### src/rtl/quad_encoder_emulator_if.sv
// Quadrature encoder emulator signal bundle: motor command in, encoder view out.
// The slave side is the emulator; the master side drives the motor command.
interface quad_encoder_emulator_if #(
    parameter int WINDOW_LOG2 = 10,
    parameter int N_WIDTH     = 32
);
    logic [1:0]             QUAD_ENCODER_EMULATOR_DIR_InBus;
    logic                   QUAD_ENCODER_EMULATOR_PWM_In;
    logic                   QUAD_ENCODER_EMULATOR_ENCODERA_Out;
    logic                   QUAD_ENCODER_EMULATOR_ENCODERB_Out;
    logic                   QUAD_ENCODER_EMULATOR_STEP_Out;
    logic [N_WIDTH-1:0]     QUAD_ENCODER_EMULATOR_POSITION_OutBus;
    logic [WINDOW_LOG2:0]   QUAD_ENCODER_EMULATOR_DUTY_OutBus;

    modport slave (
        input  QUAD_ENCODER_EMULATOR_DIR_InBus,
        input  QUAD_ENCODER_EMULATOR_PWM_In,
        output QUAD_ENCODER_EMULATOR_ENCODERA_Out,
        output QUAD_ENCODER_EMULATOR_ENCODERB_Out,
        output QUAD_ENCODER_EMULATOR_STEP_Out,
        output QUAD_ENCODER_EMULATOR_POSITION_OutBus,
        output QUAD_ENCODER_EMULATOR_DUTY_OutBus
    );

    modport master (
        output QUAD_ENCODER_EMULATOR_DIR_InBus,
        output QUAD_ENCODER_EMULATOR_PWM_In,
        input  QUAD_ENCODER_EMULATOR_ENCODERA_Out,
        input  QUAD_ENCODER_EMULATOR_ENCODERB_Out,
        input  QUAD_ENCODER_EMULATOR_STEP_Out,
        input  QUAD_ENCODER_EMULATOR_POSITION_OutBus,
        input  QUAD_ENCODER_EMULATOR_DUTY_OutBus
    );
endinterface

### src/rtl/quad_encoder_emulator.sv
// Emulates a quadrature encoder from a motor PWM/direction command:
// duty is measured per window and integrated into a phase accumulator.
module quad_encoder_emulator #(
    parameter int WINDOW_LOG2 = 10,
    parameter int GAIN        = 64,
    parameter int ACC_WIDTH   = 24,
    parameter int N_WIDTH     = 32
) (
    input  logic                    QUAD_ENCODER_EMULATOR_CLOCK,
    input  logic                    QUAD_ENCODER_EMULATOR_RESET_InHigh,
    quad_encoder_emulator_if.slave  io
);
    localparam int DW = WINDOW_LOG2 + 1;
    localparam int PW = DW + 32;
    localparam int IW = ACC_WIDTH + 1;
    localparam logic [WINDOW_LOG2-1:0] WIN_LAST = '1;

    typedef enum logic [1:0] {
        S0 = 2'b00,
        S1 = 2'b10,
        S2 = 2'b11,
        S3 = 2'b01
    } qstate_t;

    qstate_t                r_state;
    qstate_t                w_state_nxt;
    logic [WINDOW_LOG2-1:0] r_win;
    logic [DW-1:0]          r_high;
    logic [DW-1:0]          r_duty;
    logic [ACC_WIDTH-1:0]   r_acc;
    logic [N_WIDTH-1:0]     r_pos;
    logic                   r_step;

    logic                   w_clk;
    logic                   w_rst;
    logic                   w_fwd;
    logic                   w_rev;
    logic                   w_run;
    logic                   w_last;
    logic                   w_carry;
    logic [DW-1:0]          w_pwm_ext;
    logic [IW-1:0]          w_inc;
    logic [IW:0]            w_sum;

    assign w_clk = QUAD_ENCODER_EMULATOR_CLOCK;
    assign w_rst = QUAD_ENCODER_EMULATOR_RESET_InHigh;

    assign w_fwd = io.QUAD_ENCODER_EMULATOR_DIR_InBus == 2'b01;
    assign w_rev = io.QUAD_ENCODER_EMULATOR_DIR_InBus == 2'b10;
    assign w_run = w_fwd | w_rev;

    assign w_last    = r_win == WIN_LAST;
    assign w_pwm_ext = DW'(io.QUAD_ENCODER_EMULATOR_PWM_In);

    // Product is formed wide, then fitted to the accumulator adder width.
    assign w_inc = IW'(PW'(r_duty) * PW'(GAIN));
    assign w_sum = (IW + 1)'(r_acc) + (IW + 1)'(w_inc);

    // Any overflow past the accumulator range counts as a single step.
    assign w_carry = w_run && (w_sum[IW:ACC_WIDTH] != '0);

    always_ff @(posedge w_clk) begin
        if (w_rst) begin
            r_win  <= '0;
            r_high <= '0;
            r_duty <= '0;
        end else begin
            r_win <= r_win + WINDOW_LOG2'(1);
            if (w_last) begin
                r_duty <= r_high + w_pwm_ext;
                r_high <= '0;
            end else begin
                r_high <= r_high + w_pwm_ext;
            end
        end
    end

    always_ff @(posedge w_clk) begin
        if (w_rst || !w_run) begin
            r_acc <= '0;
        end else begin
            r_acc <= w_sum[ACC_WIDTH-1:0];
        end
    end

    always_ff @(posedge w_clk) begin
        if (w_rst) begin
            r_step <= 1'b0;
            r_pos  <= '0;
        end else begin
            r_step <= w_carry;
            unique case (1'b1)
                w_carry && w_fwd: r_pos <= r_pos + N_WIDTH'(1);
                w_carry && w_rev: r_pos <= r_pos - N_WIDTH'(1);
                default:          ;
            endcase
        end
    end

    always_ff @(posedge w_clk) begin
        if (w_rst) begin
            r_state <= S0;
        end else begin
            r_state <= w_state_nxt;
        end
    end

    always_comb begin
        w_state_nxt = r_state;
        if (w_carry) begin
            unique case (r_state)
                S0: w_state_nxt = w_fwd ? S1 : S3;
                S1: w_state_nxt = w_fwd ? S2 : S0;
                S2: w_state_nxt = w_fwd ? S3 : S1;
                S3: w_state_nxt = w_fwd ? S0 : S2;
                default: w_state_nxt = S0;
            endcase
        end
    end

    assign io.QUAD_ENCODER_EMULATOR_ENCODERA_Out    = r_state[1];
    assign io.QUAD_ENCODER_EMULATOR_ENCODERB_Out    = r_state[0];
    assign io.QUAD_ENCODER_EMULATOR_STEP_Out        = r_step;
    assign io.QUAD_ENCODER_EMULATOR_POSITION_OutBus = r_pos;
    assign io.QUAD_ENCODER_EMULATOR_DUTY_OutBus     = r_duty;
endmodule

### src/flat_wrapper.sv
// flat-port wrapper written by rule: the top's interface ports become plain ports
module quad_encoder_emulator_flat 
#(
    parameter int WINDOW_LOG2 = 10,
    parameter int GAIN        = 64,
    parameter int ACC_WIDTH   = 24,
    parameter int N_WIDTH     = 32
)
  (QUAD_ENCODER_EMULATOR_CLOCK, QUAD_ENCODER_EMULATOR_RESET_InHigh, io_QUAD_ENCODER_EMULATOR_DIR_InBus, io_QUAD_ENCODER_EMULATOR_PWM_In, io_QUAD_ENCODER_EMULATOR_ENCODERA_Out, io_QUAD_ENCODER_EMULATOR_ENCODERB_Out, io_QUAD_ENCODER_EMULATOR_STEP_Out, io_QUAD_ENCODER_EMULATOR_POSITION_OutBus, io_QUAD_ENCODER_EMULATOR_DUTY_OutBus);
  quad_encoder_emulator_if #(.WINDOW_LOG2(WINDOW_LOG2), .N_WIDTH(N_WIDTH)) io_i ();
  input  logic QUAD_ENCODER_EMULATOR_CLOCK;
  input  logic QUAD_ENCODER_EMULATOR_RESET_InHigh;
  input wire logic [$bits(io_i.QUAD_ENCODER_EMULATOR_DIR_InBus)-1:0] io_QUAD_ENCODER_EMULATOR_DIR_InBus;
  input wire logic [$bits(io_i.QUAD_ENCODER_EMULATOR_PWM_In)-1:0] io_QUAD_ENCODER_EMULATOR_PWM_In;
  output wire logic [$bits(io_i.QUAD_ENCODER_EMULATOR_ENCODERA_Out)-1:0] io_QUAD_ENCODER_EMULATOR_ENCODERA_Out;
  output wire logic [$bits(io_i.QUAD_ENCODER_EMULATOR_ENCODERB_Out)-1:0] io_QUAD_ENCODER_EMULATOR_ENCODERB_Out;
  output wire logic [$bits(io_i.QUAD_ENCODER_EMULATOR_STEP_Out)-1:0] io_QUAD_ENCODER_EMULATOR_STEP_Out;
  output wire logic [$bits(io_i.QUAD_ENCODER_EMULATOR_POSITION_OutBus)-1:0] io_QUAD_ENCODER_EMULATOR_POSITION_OutBus;
  output wire logic [$bits(io_i.QUAD_ENCODER_EMULATOR_DUTY_OutBus)-1:0] io_QUAD_ENCODER_EMULATOR_DUTY_OutBus;
  assign io_i.QUAD_ENCODER_EMULATOR_DIR_InBus = io_QUAD_ENCODER_EMULATOR_DIR_InBus;
  assign io_i.QUAD_ENCODER_EMULATOR_PWM_In = io_QUAD_ENCODER_EMULATOR_PWM_In;
  assign io_QUAD_ENCODER_EMULATOR_ENCODERA_Out = io_i.QUAD_ENCODER_EMULATOR_ENCODERA_Out;
  assign io_QUAD_ENCODER_EMULATOR_ENCODERB_Out = io_i.QUAD_ENCODER_EMULATOR_ENCODERB_Out;
  assign io_QUAD_ENCODER_EMULATOR_STEP_Out = io_i.QUAD_ENCODER_EMULATOR_STEP_Out;
  assign io_QUAD_ENCODER_EMULATOR_POSITION_OutBus = io_i.QUAD_ENCODER_EMULATOR_POSITION_OutBus;
  assign io_QUAD_ENCODER_EMULATOR_DUTY_OutBus = io_i.QUAD_ENCODER_EMULATOR_DUTY_OutBus;
  quad_encoder_emulator #(.WINDOW_LOG2(WINDOW_LOG2), .GAIN(GAIN), .ACC_WIDTH(ACC_WIDTH), .N_WIDTH(N_WIDTH)) u_core (.QUAD_ENCODER_EMULATOR_CLOCK(QUAD_ENCODER_EMULATOR_CLOCK), .QUAD_ENCODER_EMULATOR_RESET_InHigh(QUAD_ENCODER_EMULATOR_RESET_InHigh), .io(io_i));
endmodule
### config.mk
export PLATFORM = sky130hd
export DESIGN_NAME = quad_encoder_emulator_flat
export DESIGN_NICKNAME = d
export VERILOG_FILES = /design/src/rtl/quad_encoder_emulator_if.sv /design/src/rtl/quad_encoder_emulator.sv /design/src/flat_wrapper.sv
export SDC_FILE = /design/constraint.sdc
export NUM_CORES = 1
export LEC_CHECK = 0
export BUFFER_PORTS_ARGS = -buffer_cell sky130_fd_sc_hd__buf_4
export CAP_MARGIN = 10
export CELL_PAD_IN_SITES_DETAIL_PLACEMENT = 0
export CELL_PAD_IN_SITES_GLOBAL_PLACEMENT = 2
export CORE_MARGIN = 4
export CORE_UTILIZATION = 33
export DETAILED_ROUTE_END_ITERATION = 10
export PLACE_DENSITY_LB_ADDON = 0.1
export RECOVER_POWER = 100
export SYNTH_ARGS = -nofsm -noshare
export SYNTH_HDL_FRONTEND = slang
export SYNTH_SLANG_ARGS = --single-unit
### constraint.sdc
create_clock -name QUAD_ENCODER_EMULATOR_CLOCK -period 4.5 [get_ports QUAD_ENCODER_EMULATOR_CLOCK]
set_input_delay 0 -clock QUAD_ENCODER_EMULATOR_CLOCK [delete_from_list [all_inputs] [get_ports QUAD_ENCODER_EMULATOR_CLOCK]]
set_output_delay 0 -clock QUAD_ENCODER_EMULATOR_CLOCK [all_outputs]
set_load 0.01 [all_outputs]
Yosys cells after proc, flatten, opt, wreduce, memory -nomap -nowiden:

Index checks and enable logic that the tools add are counted.

* bits in registers: 91
* input port bits: 5
* output and inout port bits: 46

* add/sub/neg operators: 5
* equal/unequal tests: 6
* muxes and demuxes: 6
* bitwise gates (word level): 1
* reduce and logical (&&, ||, !) cells: 9

Operators by type and width (number)
* 32-bit one-hot mux with 2 select lines: 1
* 32-bit by 1-bit adder with 32-bit output, second input constant: 1
* 32-bit by 1-bit subtractor with 32-bit output, second input constant: 1
* 24-bit by 17-bit adder with 25-bit output: 1
* 11-bit by 1-bit adder with 11-bit output: 1
* 10-bit by 1-bit adder with 10-bit output, second input constant: 1
* 10-bit equality test, second input constant: 1
* 2-bit two-way mux: 4
* 2-bit one-hot mux with 4 select lines: 1
* 2-bit equality test, second input constant: 3
* 2-bit by 1-bit equality test with 1-bit output, second input constant: 2
* 2-bit nonzero test: 2
* 1-bit logical AND: 3
* 2-bit zero test: 1
* 2-bit OR reduction: 1
* 1-bit zero test: 1
* 1-bit logical OR: 1
* 1-bit bitwise OR: 1

Longest topological paths before layout:

* depth in word-level cells: 5
* mapped depth: 19

Worst setup path before layout:

Ideal clock, no wire load.

* kind: flip-flop to flip-flop
* from: register u_core.r_duty[0] (netlist: u_core.io.QUAD_ENCODER_EMULATOR_DUTY_OutBus[0])
* to: register u_core.r_pos[31] (netlist: u_core.io.QUAD_ENCODER_EMULATOR_POSITION_OutBus[31])
* setup time: 0.121 ns
* arrival: 4.737 ns
* path slack: -0.358 ns
* stages on the path, launching flop included: 19
* buffers on the path: 0
* clock period less this slack: 4.858 ns
* cell sequence: dfxtp_1 ha_1 inv_1 fa_1 nor2b_1 o21ai_1 a21oi_1 o41a_1 o21a_1 and3_1 ha_1 a211o_1 a211oi_2 o21ba_1 or4_4 a21oi_2 or3_1 o211ai_2 mux2_4

* word-level cells in the longest chain between the ends: 5
* elaborated cells between the ends (all ways): 7
* classes of those cells: add/sub (1); mux (1); reduce/logical (5)

Ends and longest elaborated chain
* start: declaration: RTL line quad_encoder_emulator.sv:29 `logic [DW-1:0] r_duty;`
* start signal: assignment: RTL line quad_encoder_emulator.sv:70 `r_duty <= r_high + w_pwm_ext;`
* 24-bit by 17-bit adder with 25-bit output *: RTL line quad_encoder_emulator.sv:57 `assign w_sum = (IW + 1)'(r_acc) + (IW + 1)'(w_inc);`
* 2-bit nonzero test *: RTL line quad_encoder_emulator.sv:60 `assign w_carry = w_run && (w_sum[IW:ACC_WIDTH] != '0);`
* 1-bit logical AND *: RTL line quad_encoder_emulator.sv:60
* 1-bit logical AND (on tied branches): RTL line quad_encoder_emulator.sv:94, quad_encoder_emulator.sv:93
* 32-bit one-hot mux with 2 select lines / 2-bit nonzero test (equally long branches)
* end signal: assignment: RTL line quad_encoder_emulator.sv:93 `w_carry && w_fwd: r_pos <= r_pos + N_WIDTH'(1);`
* end signal: assignment: RTL line quad_encoder_emulator.sv:94 `w_carry && w_rev: r_pos <= r_pos - N_WIDTH'(1);`
* end: declaration: RTL line quad_encoder_emulator.sv:31 `logic [N_WIDTH-1:0] r_pos;`

Every way passes the cells marked *; elsewhere a longest branch is shown, timed or not.
A chain may end at the register's enable or synchronous reset.

Final worst setup path:

Ends and elaborated chain as after synthesis.

==> flow_summary.yaml <==
status:
  status: "finished, final reports clean"
clocking:
  htreeDepth: 3
  cts.path.max_buffers: 2
  clk_pin_slew_ps: 70
  cts_tree: "built"
  cts_inserted_buffers: 9
  numClockSinks: 85
  clockRootBuffer: "clkbuf_16"
  clkLatencyLatePin_ps: 350
synth:
  yosysWarningCount: 0
  synth_top_area_share_pct: 31.64
  yosys_register_bits: 85
  synth_edf_count: 0
  ys_top_cells_by_area: "dfxtp_1, ha_1, a21oi_1"
  syn_area_per_cell_um2: 8.350
  synthTopCellsByCount: "dfxtp_1, nand2_1, nor2_1"
  syn-cell-area_um2: 5378
  yosysUniqueCellTypes: 63
  async_flop_share_pct: 0
  synth_most_common_cell: "dfxtp_1"
  synth_largest_area_cell: "dfxtp_1"
  syn_inst: 644
  synth_top_flop_cell: "dfxtp_1"
  syn_nets: 697
  seq_area_frac_synth_pct: 31.64
timing:
  whs_ps: 17.90
  max-slew-margin-rel_pct: 31.70
  clock-skew-final_ps: 4.146
  fmax_mhz: 234.5
  setup_violations: 0
  hold_viol_final: 0
  min_period_ps: 4264
  grt_setup_unrepaired: "no"
  setup_tns_ps: 0
  fin_crit_sh_pct: 94.76
  slew_viol_final: 0
  tightest_slew_ps: 1025
die:
  die_x_um: 135.7
  core_area_um2: 15940
  dieHeight_um: 135.7
  num_io_pins: 51
  row_count: 46
  die-area_um2: 18400
  start_util_pct: 33.73
worst_setup_path:
  r2r_slack_ps: 240
  critPathKind: "reg2reg"
  critPathCaptureType: "flop"
  start_kind: "flop"
  arrival_ps: 4510
  critPathMaxFanout: 9
  critPathRequiredTime_ps: 4740
routing:
  wl_per_cell_um: 15.12
  routed_wl_um: 14000
  via_count: 4684
  ant_nets: 0
  firstDrtPassIters: 4
  viasPerCell: 5.058
  first_iter_violations: 167
  drcViolationCount: 0
worst_hold_path:
  min_path_type: "in2reg"
cells_and_area:
  fin_nets: 758
  fill_cells: 1687
  area_growth_pct: 16.94
  drive_above_1_share_pct: 11.41
  layoutNonFillerInstCount: 926
  diodes: 0
placed_design:
  dpl.cell_count: 906
  dpl.hpwl_um: 10280
  gp_congestion: 0.8220
  io_buffers: 50
power:
  p_leak_nw: 2.643
  power_density_nw_per_um2: 244.8
  ir_drop_mv: 0.1613
  power_mw: 1.540
global_routing:
  antenna_found_initial: 0
  grt_pass1_wl_um: 22910
  grt_pass1_vias: 4557
  grt_max_degree: 55
  grt-ovfl-total: 0
  grt_usage_pct: 15.42
job:
  drv_cap: 0
## stage by stage
step	instance area [um^2]	worst slack, ps	util, %
6_report	6289	235.7	39.44
5_1_grt	6289	13.34	39.44
4_1_cts	6352	45.10	39.84
2_1_floorplan	5383	82.59	-
3_3_place_gp	6026	89.81	37.80
3_5_place_dp	6026	-19.34	37.80
## final cells by class
class                      count  area [um^2]  area share [%]
clock buffer                   9        225.2           3.581
clock inverter                 7        66.31           1.055
timing repair buffer          73        376.6           5.989
multi-input combinational    516         3573           56.82
inverter                      20        75.07           1.194
sequential                    85         1702           27.06
tap                          216        270.3           4.298
## where the power goes
group | total [mW] | internal (mW) | switching (mW)
Sequential | 0.759 | 0.756 | 0.00275
Combinational | 0.0370 | 0.0108 | 0.0262
Clock | 0.744 | 0.388 | 0.356
## layout by cell type (no fill, tap or decap), types with 6 or more instances in the layout
cell,Yosys,routed
nor3_1,14,14
o21bai_1,12,12
a21oi_1,51,47
or3_1,8,8
inv_1,20,20
clkbuf_16,0,9
xor2_1,26,26
nand2_1,66,66
o2111ai_1,6,6
nor2_1,66,66
nand3_1,28,28
o21ai_0,19,17
ha_1,46,38
a211oi_1,15,15
a21o_1,19,19
xnor2_1,26,26
mux2i_1,6,6
clkbuf_1,12,50
nor2b_1,7,6
buf_4,6,20
o21a_1,9,8
and3_1,16,15
dfxtp_1,85,85
## layer usage
layer	vias to the layer above	global-route usage, %	share of wire, %
li1	2430	-	-
met1	2179	19.56	47
met2	63	26.19	48
met3	12	4.012	3.6
met4	0	3.751	1.4
met5	-	0	0
## worst max-delay path, cell delays in order (launching register included)
cell and delay (ps):
dfxtp_1 330, ha_1 210, inv_1 70, fa_1 190
nor2b_2 60, o21ai_2 150, a21oi_2 90, o41a_1 340
o21a_1 210, and3_4 220, buf_12 150, ha_1 390
nand4_4 100, o21bai_1 180, o21ba_4 210, or4_4 580
a21oi_4 140, o311ai_1 120, o211ai_2 120, mux2_4 310
## kinds of logic (layout without fill, tap and decap cells)
kind of cell | count (synthesis) | after routing | synth area share [%]
muxes | 7 | 7 | 1.396
DFF | 85 | 85 | 31.64
AOI/OAI and AO/OA | 165 | 165 | 20.68
buffers and inverters | 43 | 109 | 4.095
adders and majority gates | 48 | 48 | 11.45
and+or+nand+nor | 244 | 244 | 22.27
xor gates and xnor gates | 52 | 52 | 8.469
## path summary, 6_finish.rpt
path,start,endpoint,depth (start not counted)
min reg2reg,u_core.r_win[0],u_core.r_win[0],1
max,u_core.io.QUAD_ENCODER_EMULATOR_DUTY_OutBus[0],flop,19
max reg2reg,u_core.io.QUAD_ENCODER_EMULATOR_DUTY_OutBus[0],flop,19
min,io_QUAD_ENCODER_EMULATOR_PWM_In,u_core.r_high[0],4
## registers in the layout, summed over array words and instances (netlist names)
register,count
u_core.io.QUAD_ENCODER_EMULATOR_DUTY_OutBus,11
u_core.r_win,10
u_core.r_acc,18
u_core.r_high,11
u_core.io.QUAD_ENCODER_EMULATOR_STEP_Out,1
u_core.r_state,2
u_core.io.QUAD_ENCODER_EMULATOR_POSITION_OutBus,32
## repair_timing
action | CTS | global route
setup endpoints to repair | 1 | 15
cloned | 0 | 0
resized for setup | 0 | 27
hold buffers | 0 | 0
pin swaps | 0 | 9
setup buffers | 3 | 1
No activity file was read; power rests on OpenSTA's default activity.
